`config.mk`:
```
export PLATFORM = sky130hd
export DESIGN_NAME = isu_flat
export DESIGN_NICKNAME = d
export VERILOG_FILES = /design/src/rtl/isu_if.sv /design/src/rtl/isu.sv /design/src/flat_wrapper.sv
export SDC_FILE = /design/constraint.sdc
export NUM_CORES = 1
export LEC_CHECK = 0
export ABC_AREA = 1
export CAP_MARGIN = 30
export CORE_UTILIZATION = 35
export CTS_BUF_LIST = sky130_fd_sc_hd__clkbuf_8 sky130_fd_sc_hd__clkbuf_16
export DETAILED_ROUTE_END_ITERATION = 16
export HOLD_SLACK_MARGIN = 0.08
export PLACE_DENSITY = 0.65
export REMOVE_ABC_BUFFERS = 1
export SLEW_MARGIN = 30
export SYNTH_ARGS = -nofsm -noshare
export SYNTH_HDL_FRONTEND = slang
export SYNTH_SLANG_ARGS = --single-unit
```
`constraint.sdc`:
```
create_clock -name clk -period 1.07 [get_ports clk]
set_input_delay 0.214 -clock clk [delete_from_list [all_inputs] [get_ports clk]]
set_output_delay 0.214 -clock clk [all_outputs]
set_load 0.05 [all_outputs]
```
`src/rtl/isu_if.sv`:
```
`default_nettype none
// ============================================================================
// Module : isu_if
// Brief  : Decoder <-> instruction staging unit bus bundle.
// Rev    : 1.0
// ============================================================================
interface isu_if;
  logic [7:0] bus;
  logic       ir_we;
  logic [3:0] pc;     // {pc_oe, pc_cub, pc_ini, pc_lrc}
  logic [1:0] len;
  logic [7:0] insn;
  logic [7:0] d1;
  logic [7:0] d2;
  logic [7:0] d3;
  logic [2:0] is;
  logic [2:0] fp;
  logic       rdy;
  logic       fault;

  modport master (
    output bus, ir_we, pc, len,
    input  insn, d1, d2, d3, is, fp, rdy, fault
  );

  modport slave (
    input  bus, ir_we, pc, len,
    output insn, d1, d2, d3, is, fp, rdy, fault
  );
endinterface
`default_nettype wire

```
`src/rtl/isu.sv`:
```
`default_nettype none
// ============================================================================
// Module : isu
// Brief  : Instruction staging unit; assembles opcode + operands, owns step.
// Rev    : 1.0
// ============================================================================
module isu #(
  parameter int unsigned STEP_MAX = 7
) (
  input  wire logic clk,
  input  wire logic rst,
  isu_if.slave      bif
);
  localparam logic [2:0] c_step_max = 3'(STEP_MAX);
  localparam logic [2:0] c_fp_full  = 3'd4;

  logic [7:0] insn_q, insn_d;
  logic [7:0] d1_q, d1_d;
  logic [7:0] d2_q, d2_d;
  logic [7:0] d3_q, d3_d;
  logic [2:0] is_q, is_d;
  logic [2:0] fp_q, fp_d;
  logic       fault_q, fault_d;

  logic       w_restart;
  logic       w_step;
  logic [2:0] w_fp_base;
  logic       w_pc_oe_unused;

  assign w_restart      = bif.pc[0] | bif.pc[1];
  assign w_step         = bif.pc[2];
  assign w_pc_oe_unused = bif.pc[3];

  always_comb begin
    insn_d    = insn_q;
    d1_d      = d1_q;
    d2_d      = d2_q;
    d3_d      = d3_q;
    is_d      = is_q;
    fault_d   = fault_q;
    w_fp_base = fp_q;

    if (w_restart) begin
      is_d      = 3'd0;
      w_fp_base = 3'd0;
      insn_d    = 8'h00;
      d1_d      = 8'h00;
      d2_d      = 8'h00;
      d3_d      = 8'h00;
    end else if (w_step) begin
      if (is_q < c_step_max) begin
        is_d = is_q + 3'd1;
      end else begin
        is_d    = 3'd0;
        fault_d = 1'b1;
      end
    end

    // Capture indexes from the post-restart pointer so restart+write lands in insn.
    fp_d = w_fp_base;
    if (bif.ir_we) begin
      if (w_fp_base < c_fp_full) begin
        case (w_fp_base[1:0])
          2'd0:    insn_d = bif.bus;
          2'd1:    d1_d   = bif.bus;
          2'd2:    d2_d   = bif.bus;
          default: d3_d   = bif.bus;
        endcase
        fp_d = w_fp_base + 3'd1;
      end else begin
        fault_d = 1'b1;
      end
    end
  end

  always_ff @(posedge clk) begin
    if (rst) begin
      insn_q  <= 8'h00;
      d1_q    <= 8'h00;
      d2_q    <= 8'h00;
      d3_q    <= 8'h00;
      is_q    <= 3'd0;
      fp_q    <= 3'd0;
      fault_q <= 1'b0;
    end else begin
      insn_q  <= insn_d;
      d1_q    <= d1_d;
      d2_q    <= d2_d;
      d3_q    <= d3_d;
      is_q    <= is_d;
      fp_q    <= fp_d;
      fault_q <= fault_d;
    end
  end

  assign bif.insn  = insn_q;
  assign bif.d1    = d1_q;
  assign bif.d2    = d2_q;
  assign bif.d3    = d3_q;
  assign bif.is    = is_q;
  assign bif.fp    = fp_q;
  assign bif.fault = fault_q;
  // fp==0 yields rdy=0 for any len since 0 > len never holds.
  assign bif.rdy   = (fp_q > {1'b0, bif.len});
endmodule
`default_nettype wire

```
`src/flat_wrapper.sv`:
```
// flat-port wrapper written by rule: the top's interface ports become plain ports
module isu_flat 
#(
  parameter int unsigned STEP_MAX = 7
)
  (clk, rst, bif_bus, bif_ir_we, bif_pc, bif_len, bif_insn, bif_d1, bif_d2, bif_d3, bif_is, bif_fp, bif_rdy, bif_fault);
  isu_if bif_i ();
  input  wire logic clk;
  input  wire logic rst;
  input wire logic [$bits(bif_i.bus)-1:0] bif_bus;
  input wire logic [$bits(bif_i.ir_we)-1:0] bif_ir_we;
  input wire logic [$bits(bif_i.pc)-1:0] bif_pc;
  input wire logic [$bits(bif_i.len)-1:0] bif_len;
  output wire logic [$bits(bif_i.insn)-1:0] bif_insn;
  output wire logic [$bits(bif_i.d1)-1:0] bif_d1;
  output wire logic [$bits(bif_i.d2)-1:0] bif_d2;
  output wire logic [$bits(bif_i.d3)-1:0] bif_d3;
  output wire logic [$bits(bif_i.is)-1:0] bif_is;
  output wire logic [$bits(bif_i.fp)-1:0] bif_fp;
  output wire logic [$bits(bif_i.rdy)-1:0] bif_rdy;
  output wire logic [$bits(bif_i.fault)-1:0] bif_fault;
  assign bif_i.bus = bif_bus;
  assign bif_i.ir_we = bif_ir_we;
  assign bif_i.pc = bif_pc;
  assign bif_i.len = bif_len;
  assign bif_insn = bif_i.insn;
  assign bif_d1 = bif_i.d1;
  assign bif_d2 = bif_i.d2;
  assign bif_d3 = bif_i.d3;
  assign bif_is = bif_i.is;
  assign bif_fp = bif_i.fp;
  assign bif_rdy = bif_i.rdy;
  assign bif_fault = bif_i.fault;
  isu #(.STEP_MAX(STEP_MAX)) u_core (.clk(clk), .rst(rst), .bif(bif_i));
endmodule
```
==> results.tsv, run 1 <==
stage	metric	value	unit
critical_path	path_max_fanout	2	
pwr	p_per_area	899	nW/um2
global_route	grt_pass1_vias	1847	
clocking	clkSinkCount	39	
global_route	grt_pass1_wl	8540	um
critical_path	worstPathArrival	1.31	ns
place	dp_hpwl	3500	um
floorplan	fp-row-count	26	
critical_path	path_class	flop to primary output	
floorplan	die_h	74.9	um
yosys	synthAdderAreaFrac	2.02	%
clocking	cts_buffer_depth	2	
sta	fin_skew	0.00539	ns
routing	route.detailed.drc	0	
cells_and_area	area_growth	96.2	%
outcome	violations	negative setup slack	
global_route	met2_usage	35.9	%
global_route	grt.total_usage	20.3	%
cells_and_area	finalInstanceArea	3640	um2
flow_run	maxCapViolations	0	
routing	routed-via-count	2024	
yosys	synth_area	1860	um2
global_route	gr-total-overflow	0	
yosys	syn-instance-count	281	
pwr	power_frac_comb	23.0	%
sta	fin_ws	-0.457	ns
yosys	avgSynthCellArea	6.61	um2
place	gp_congestion	0.766	
sta	grt_setup_unrepaired	true	
cells_and_area	diodes	0	
yosys	synth_cell_types	26	
yosys	synth.area.mux_share	0	%
sta	slew-limit-headroom	76.0	%
clocking	path_clk_slew	0.07	ns
pwr	p_seq_share	46.2	%
clocking	htreeDepth	2	
routing	dr.pass1.iters	7	
sta	report.final.slew_viol_count	0	
sta	period_share	143	%
yosys	seq_area_frac_synth	42.0	%
pwr	swShare	28.4	%
routing	wl_per_cell	12.5	um
sta	period_needed	1.53	ns
pwr	ir_drop	0.825	mV
sta	fmax	0.655	GHz
place	dpl_cell_area	3100	um2
routing	initialDrtViolationCount	90	
sta	final.setup.tns	-5.06	ns
yosys	yosys_warnings	0	
pwr	internal-power	2.35	mW
sta	setup_viol	40	
cells_and_area	drive_gt1_share	43.2	%
outcome	outcome	finished with violations	
yosys	synthXorXnorAreaFrac	0.471	%
yosys	synth_top_family_by_area	simple AND/OR/NAND/NOR gates	
pwr	p_leak	1.53	nW
clocking	cts_tree	done	
cells_and_area	nFillCells	391	
global_route	antenna_found_initial	0	
cells_and_area	final_net_count	400	
yosys	synth_compound_area_share	4.71	%
yosys	synth-seq-cells	39	
floorplan	die_area	5600	um2
clocking	clock_latency	0.29	ns
critical_path	crit_required	0.86	ns
sta	whs	0.394	ns
pwr	switchingPower	932	uW
clocking	hold_buffers	0	
min_path	hold_path.class	input pin to flop	
yosys	synth_simple_gate_area_share	40.5	%
floorplan	start_util	36.4	%
global_route	met3_usage	4.28	%
critical_path	worstSetupStartpointType	flop	
pwr	p_clk_share	30.8	%
floorplan	die_w	74.9	um
routing	wl	5620	um
critical_path	end_kind	primary output	
global_route	top_usage_layer	met2	
floorplan	coreArea	5110	um2
global_route	grt_use_met1	24.3	%
clocking	cts-root-buf	clkbuf_8	
place	port_buffers	55	
global_route	grt_max_degree	21	
routing	via_per_inst	4.50	
routing	antenna_left	0	
floorplan	num_io_pins	57	
sta	hold_viol_final	0	
clocking	cts_buffers	5	
sta	tightestPinTransition	0.360	ns
-- placed cells by master, fill, tap and decap left out --
cell	instances
a21oi_1	5
a21oi_2	4
a21oi_4	1
buf_12	44
buf_16	1
buf_2	1
buf_4	22
buf_6	18
clkbuf_2	1
clkbuf_8	6
clkdlybuf4s50_1	11
clkinv_2	2
dfxtp_1	13
dfxtp_2	25
dfxtp_4	1
dlygate4sd2_1	2
ha_4	3
inv_1	33
inv_2	4
inv_4	2
nand2_1	59
nand2_2	2
nand2_4	3
nand2_8	2
nand3_1	15
nand3_2	2
nand3_4	4
nand4_1	1
nor2_1	71
nor2_2	8
nor2_4	4
nor2_8	1
nor3b_2	1
o21ai_1	5
o21ai_4	1
or2_4	1
xnor2_1	1
-- routing by layer --
layer	up-vias	wire, um
met5	-	0
met3	8	211
li1	1045	-
met2	52	2960
met1	919	2400
met4	0	46
-- Yosys cell counts (all sizes together) --
| cell | count | area, um2 |
|---|---|---|
| inv | 39 | 146 |
| a21oi | 10 | 53.8 |
| dfxtp | 39 | 781 |
| xnor2 | 1 | 8.76 |
| nand3 | 21 | 115 |
| or2 | 1 | 6.26 |
| clkinv | 1 | 3.75 |
| nor2 | 84 | 357 |
| nor3b | 1 | 7.51 |
| nand4 | 1 | 6.26 |
| buf | 5 | 30.0 |
| clkbuf | 3 | 11.3 |
| nand2 | 66 | 260 |
| ha | 3 | 37.5 |
| o21ai | 6 | 33.8 |
-- worst paths after layout --
path	startpoint	cells after the start	slack, ns	endpoint
worst max-delay path	u_core.bif.fp[0]$_SDFF_PP0_	6	-0.46	bif_rdy
worst min-delay path	bif_pc[0]	5	0.39	u_core.bif.fp[2]$_SDFF_PP0_
worst max register to register	u_core.bif.fp[1]$_SDFF_PP0_	8	-0.19	u_core.bif.d2[2]$_SDFF_PP0_
worst min register to register	u_core.bif.insn[2]$_SDFF_PP0_	2	0.49	u_core.bif.insn[2]$_SDFF_PP0_
-- final cells by class --
| class | count | area [um2] | area share (%) |
|---|---|---|---|
| timing repair buffer | 100 | 1410 | 38.8 |
| inverter | 40 | 156 | 4.29 |
| multi-input combinational | 194 | 1080 | 29.7 |
| clock buffer | 6 | 82.6 | 2.27 |
| sequential | 39 | 816 | 22.4 |
| tap | 70 | 87.6 | 2.40 |
| clock inverter | 1 | 5.00 | 0.137 |
-- worst max-delay path, cell delays in order (launching register included) --
cell,delay (ns)
dfxtp_2,0.36
inv_2,0.05
ha_4,0.25
nand2_1,0.04
o21ai_1,0.07
nand2_1,0.10
buf_12,0.16
-- through the flow --
step	util, %	total power, mW	std cells	worst slack [ns]
floorplan	-	1.82	273	-0.779
global placement	60.8	2.16	426	-0.591
detailed placement	60.8	2.17	426	-0.662
CTS	68.1	3.24	445	-0.472
global route	71.4	3.43	450	-0.497
finish	71.4	3.28	450	-0.457
-- power by group through the flow --
stage	logic [mW]	clock network, mW	registers, mW
after floorplan	0.174	0	1.65
after global placement	0.613	0	1.55
after detailed placement	0.620	0	1.55
after CTS	0.695	1.03	1.51
after global routing	0.802	1.11	1.52
final	0.754	1.01	1.52
-- flip-flops by register name, indices dropped and copies added, names as in the netlist --
signal / flops
u_core.bif.insn: 8
u_core.bif.d3: 8
u_core.bif.is: 3
u_core.bif.fault: 1
u_core.bif.d2: 8
u_core.bif.fp: 3
u_core.bif.d1: 8
-- cell families after synthesis --
kind of cell | count (synthesis)
XOR/XNOR | 1
AND/OR/NAND/NOR | 174
flip-flops | 39
AO/OA/AOI/OAI | 16
buffers and inverters | 48
adder cells (fa/ha/maj) | 3
-- repair_timing --
item	4_1_cts	5_1_grt
pin swaps	7	10
resized for setup	62	47
cloned	1	0
setup buffers	11	6
setup endpoints to repair	48	62
(Power assumes the default switching activity.)
==> inputs of run 2 (changes only) <==
- PLACE_DENSITY: 0.65 -> not set
- clock period: 1.07 -> 1.45 ns (I/O delays scaled with it)
==> run 2 against run 1 <==
  * Worst hold slack improved by 0.0060 ns
  * Sequential share of layout area increased by 1.9 points
  * Largest cell class unchanged
  * Final cell count decreased by 4.4%
  * Wire length decreased by 15%
  * Sequential power decreased by 26%
  * Worst setup slack improved by 0.30 ns
  * Die area unchanged
  * Total power decreased by 23%
  * Global-route usage decreased by 1.4 points
  * Combinational power decreased by 38%
  * The run still ends with negative setup slack left
  * Cell area decreased by 12%
  * Clock skew decreased by 0.00059 ns
  * Critical path type unchanged
==> results.tsv, run 2 (synthesis results as in run 1) <==
stage	metric	value	unit	change
pwr	swShare	26.3	%	-2.2 points
pwr	finalPower	2.53	mW	-23%
sta	fin_skew	0.00480	ns	-0.000590 ns
clocking	hold_buffers	0		unchanged
cells_and_area	layout_commonest_cell	nor2_1		
place	dp.cells	419		-1.6%
outcome	outcome	finished with violations		
place	port_buffers	55		unchanged
outcome	violations	negative setup slack		
critical_path	crit_chain	ha_4, inv_2, nor2_1, o21ai_1, nand2_1, buf_12		
cells_and_area	mostFrequentLayoutCells	nor2_1 (79), nand2_1 (63), buf_12 (44)		
pwr	p_leak	1.38	nW	-9.5%
pwr	p_per_area	785	nW/um2	-13%
place	dpl_cell_area	3060	um2	-1.3%
clocking	clock_latency	0.30	ns	about the same
sta	period_needed	1.60	ns	
global_route	grt_max_degree	21		unchanged
routing	wl	4780	um	-15%
clocking	cts_buffer_depth	2		unchanged
pwr	p_clk_share	37.4	%	+6.6 points
sta	period_share	111	%	
floorplan	fp-row-count	26		unchanged
pwr	p_seq_share	44.2	%	-2.0 points
cells_and_area	diodes	0		unchanged
cells_and_area	drive_gt1_share	25.3	%	-18 points
clocking	htreeDepth	2		unchanged
cells_and_area	utilization	63.1	%	-8.3 points
floorplan	coreArea	5110	um2	unchanged
global_route	grt_pass1_wl	7800	um	-8.6%
global_route	gr-total-overflow	0		unchanged
clocking	cts_tree	done		
routing	route.detailed.drc	0		unchanged
floorplan	start_util	36.4	%	unchanged
routing	via_per_inst	4.37		-2.9%
pwr	internal-power	1.87	mW	-20%
cells_and_area	area_growth	73.5	%	
routing	dr.pass1.iters	4		-3
critical_path	path_max_fanout	2		unchanged
sta	report.final.slew_viol_count	0		unchanged
place	dp_hpwl	3520	um	+0.39%
floorplan	die_area	5600	um2	unchanged
flow_run	maxCapViolations	0		unchanged
global_route	grt_pass1_vias	1737		-6.0%
cells_and_area	final_cells	430		-4.4%
pwr	switchingPower	665	uW	-29%
cells_and_area	finalInstanceArea	3220	um2	-12%
sta	hold_viol_final	0		unchanged
global_route	antenna_found_initial	0		unchanged
critical_path	path_class	flop to primary output		
cells_and_area	final_net_count	379		-5.3%
sta	whs	0.400	ns	+0.00597 ns
place	gp_congestion	0.822		+7.4%
place	dp_worst_setup_slack	-0.394	ns	+0.268 ns
pwr	power_frac_comb	18.4	%	-4.6 points
critical_path	worstPathArrival	1.31	ns	about the same
critical_path	slowest_stage	dfxtp_2		
sta	fmax	0.624	GHz	
critical_path	end_kind	primary output		
routing	routed-via-count	1877		-7.3%
routing	initialDrtViolationCount	76		-16%
sta	fin_ws	-0.152	ns	+0.304 ns
clocking	clkSinkCount	39		unchanged
floorplan	num_io_pins	57		unchanged
sta	setup_viol	1		-98%
cells_and_area	seq_area	783	um2	-4.0%
clocking	path_clk_slew	0.08	ns	about the same
sta	tightestPinTransition	0.318	ns	-0.0425 ns
clocking	cts-root-buf	clkbuf_8		
cells_and_area	nFillCells	441		+13%
pwr	ir_drop	0.615	mV	-25%
critical_path	worstSetupStartpointType	flop		
sta	slew-limit-headroom	78.8	%	+2.8 points
floorplan	die_w	74.9	um	unchanged
clocking	cts_buffers	5		unchanged
critical_path	critPathMaxStageDelay	0.34	ns	-0.02 ns
routing	wl_per_cell	11.1	um	-11%
min_path	hold_path.class	input pin to flop		
cells_and_area	multi_input_area	910	um2	-16%
routing	antenna_left	0		unchanged
floorplan	die_h	74.9	um	unchanged
critical_path	crit_required	1.16	ns	+0.30 ns
sta	grt_setup_unrepaired	true		
sta	final.setup.tns	-0.152	ns	+4.90 ns
global_route	grt.total_usage	18.8	%	-1.4 points
-- run 2: cell types whose count changed in the layout (fill, tap and decap cells not counted), sizes merged --
| cell | change |
|---|---|
| nor2 | +1 |
| dlymetal6s2s | +2 |
| dlygate4sd2 | +1 |
| clkdlybuf4s50 | -1 |
| buf | -23 |
| clkbuf | -1 |
| bufinv | +1 |
-- run 2: timing repair --
action	in CTS	in global routing
buffers inserted	1	1
pin swaps	4	4
setup endpoints to repair	2	4
endpoints found under the hold margin	0	0
gates resized for setup	8	3
gates cloned	1	0
-- run 2: power groups by stage --
stage / logic [mW] / registers, mW / clock network [mW]
2_1_floorplan: 0.128 / 1.22 / 0
3_3_place_gp: 0.451 / 1.14 / 0
3_5_place_dp: 0.455 / 1.14 / 0
4_1_cts: 0.465 / 1.12 / 0.961
5_1_grt: 0.499 / 1.12 / 1.01
6_report: 0.466 / 1.12 / 0.946
-- run 2: worst paths after layout --
check / startpoint / end / slack [ns] / depth (start not counted)
setup / recovery: u_core.bif.fp[1]$_SDFF_PP0_ / bif_rdy / -0.15 / 6
hold / removal: bif_ir_we / u_core.bif.fp[2]$_SDFF_PP0_ / 0.40 / 3
setup reg to reg: u_core.bif.fp[0]$_SDFF_PP0_ / u_core.bif.insn[6]$_SDFF_PP0_ / 0.13 / 7
hold reg to reg: u_core.bif.insn[2]$_SDFF_PP0_ / u_core.bif.insn[2]$_SDFF_PP0_ / 0.51 / 2
-- run 2: layout make-up --
| class | count | area share, % |
|---|---|---|
| inverter | 40 | 4.66 |
| sequential | 39 | 24.3 |
| timing repair buffer | 78 | 36.5 |
| clock buffer | 6 | 2.56 |
| clock inverter | 2 | 1.09 |
| multi-input combinational | 195 | 28.2 |
| tap | 70 | 2.72 |
-- run 2: worst max-delay path, delay by kind of cell, from the launching register on --
kind                       cells  cell delay (ns)
AOI/OAI and AO/OA              1             0.10
adders and majority gates      1             0.24
buffers and inverters          2             0.21
DFF                            1             0.34
and+or+nand+nor                2             0.13
-- run 2: layer usage --
layer,GRT usage (%),vias to the layer above,routed length [um]
li1,-,1003,-
met1,22.4,825,2080
met2,32.3,45,2460
met3,5.76,4,176
met4,6.29,0,53
met5,0,-,0
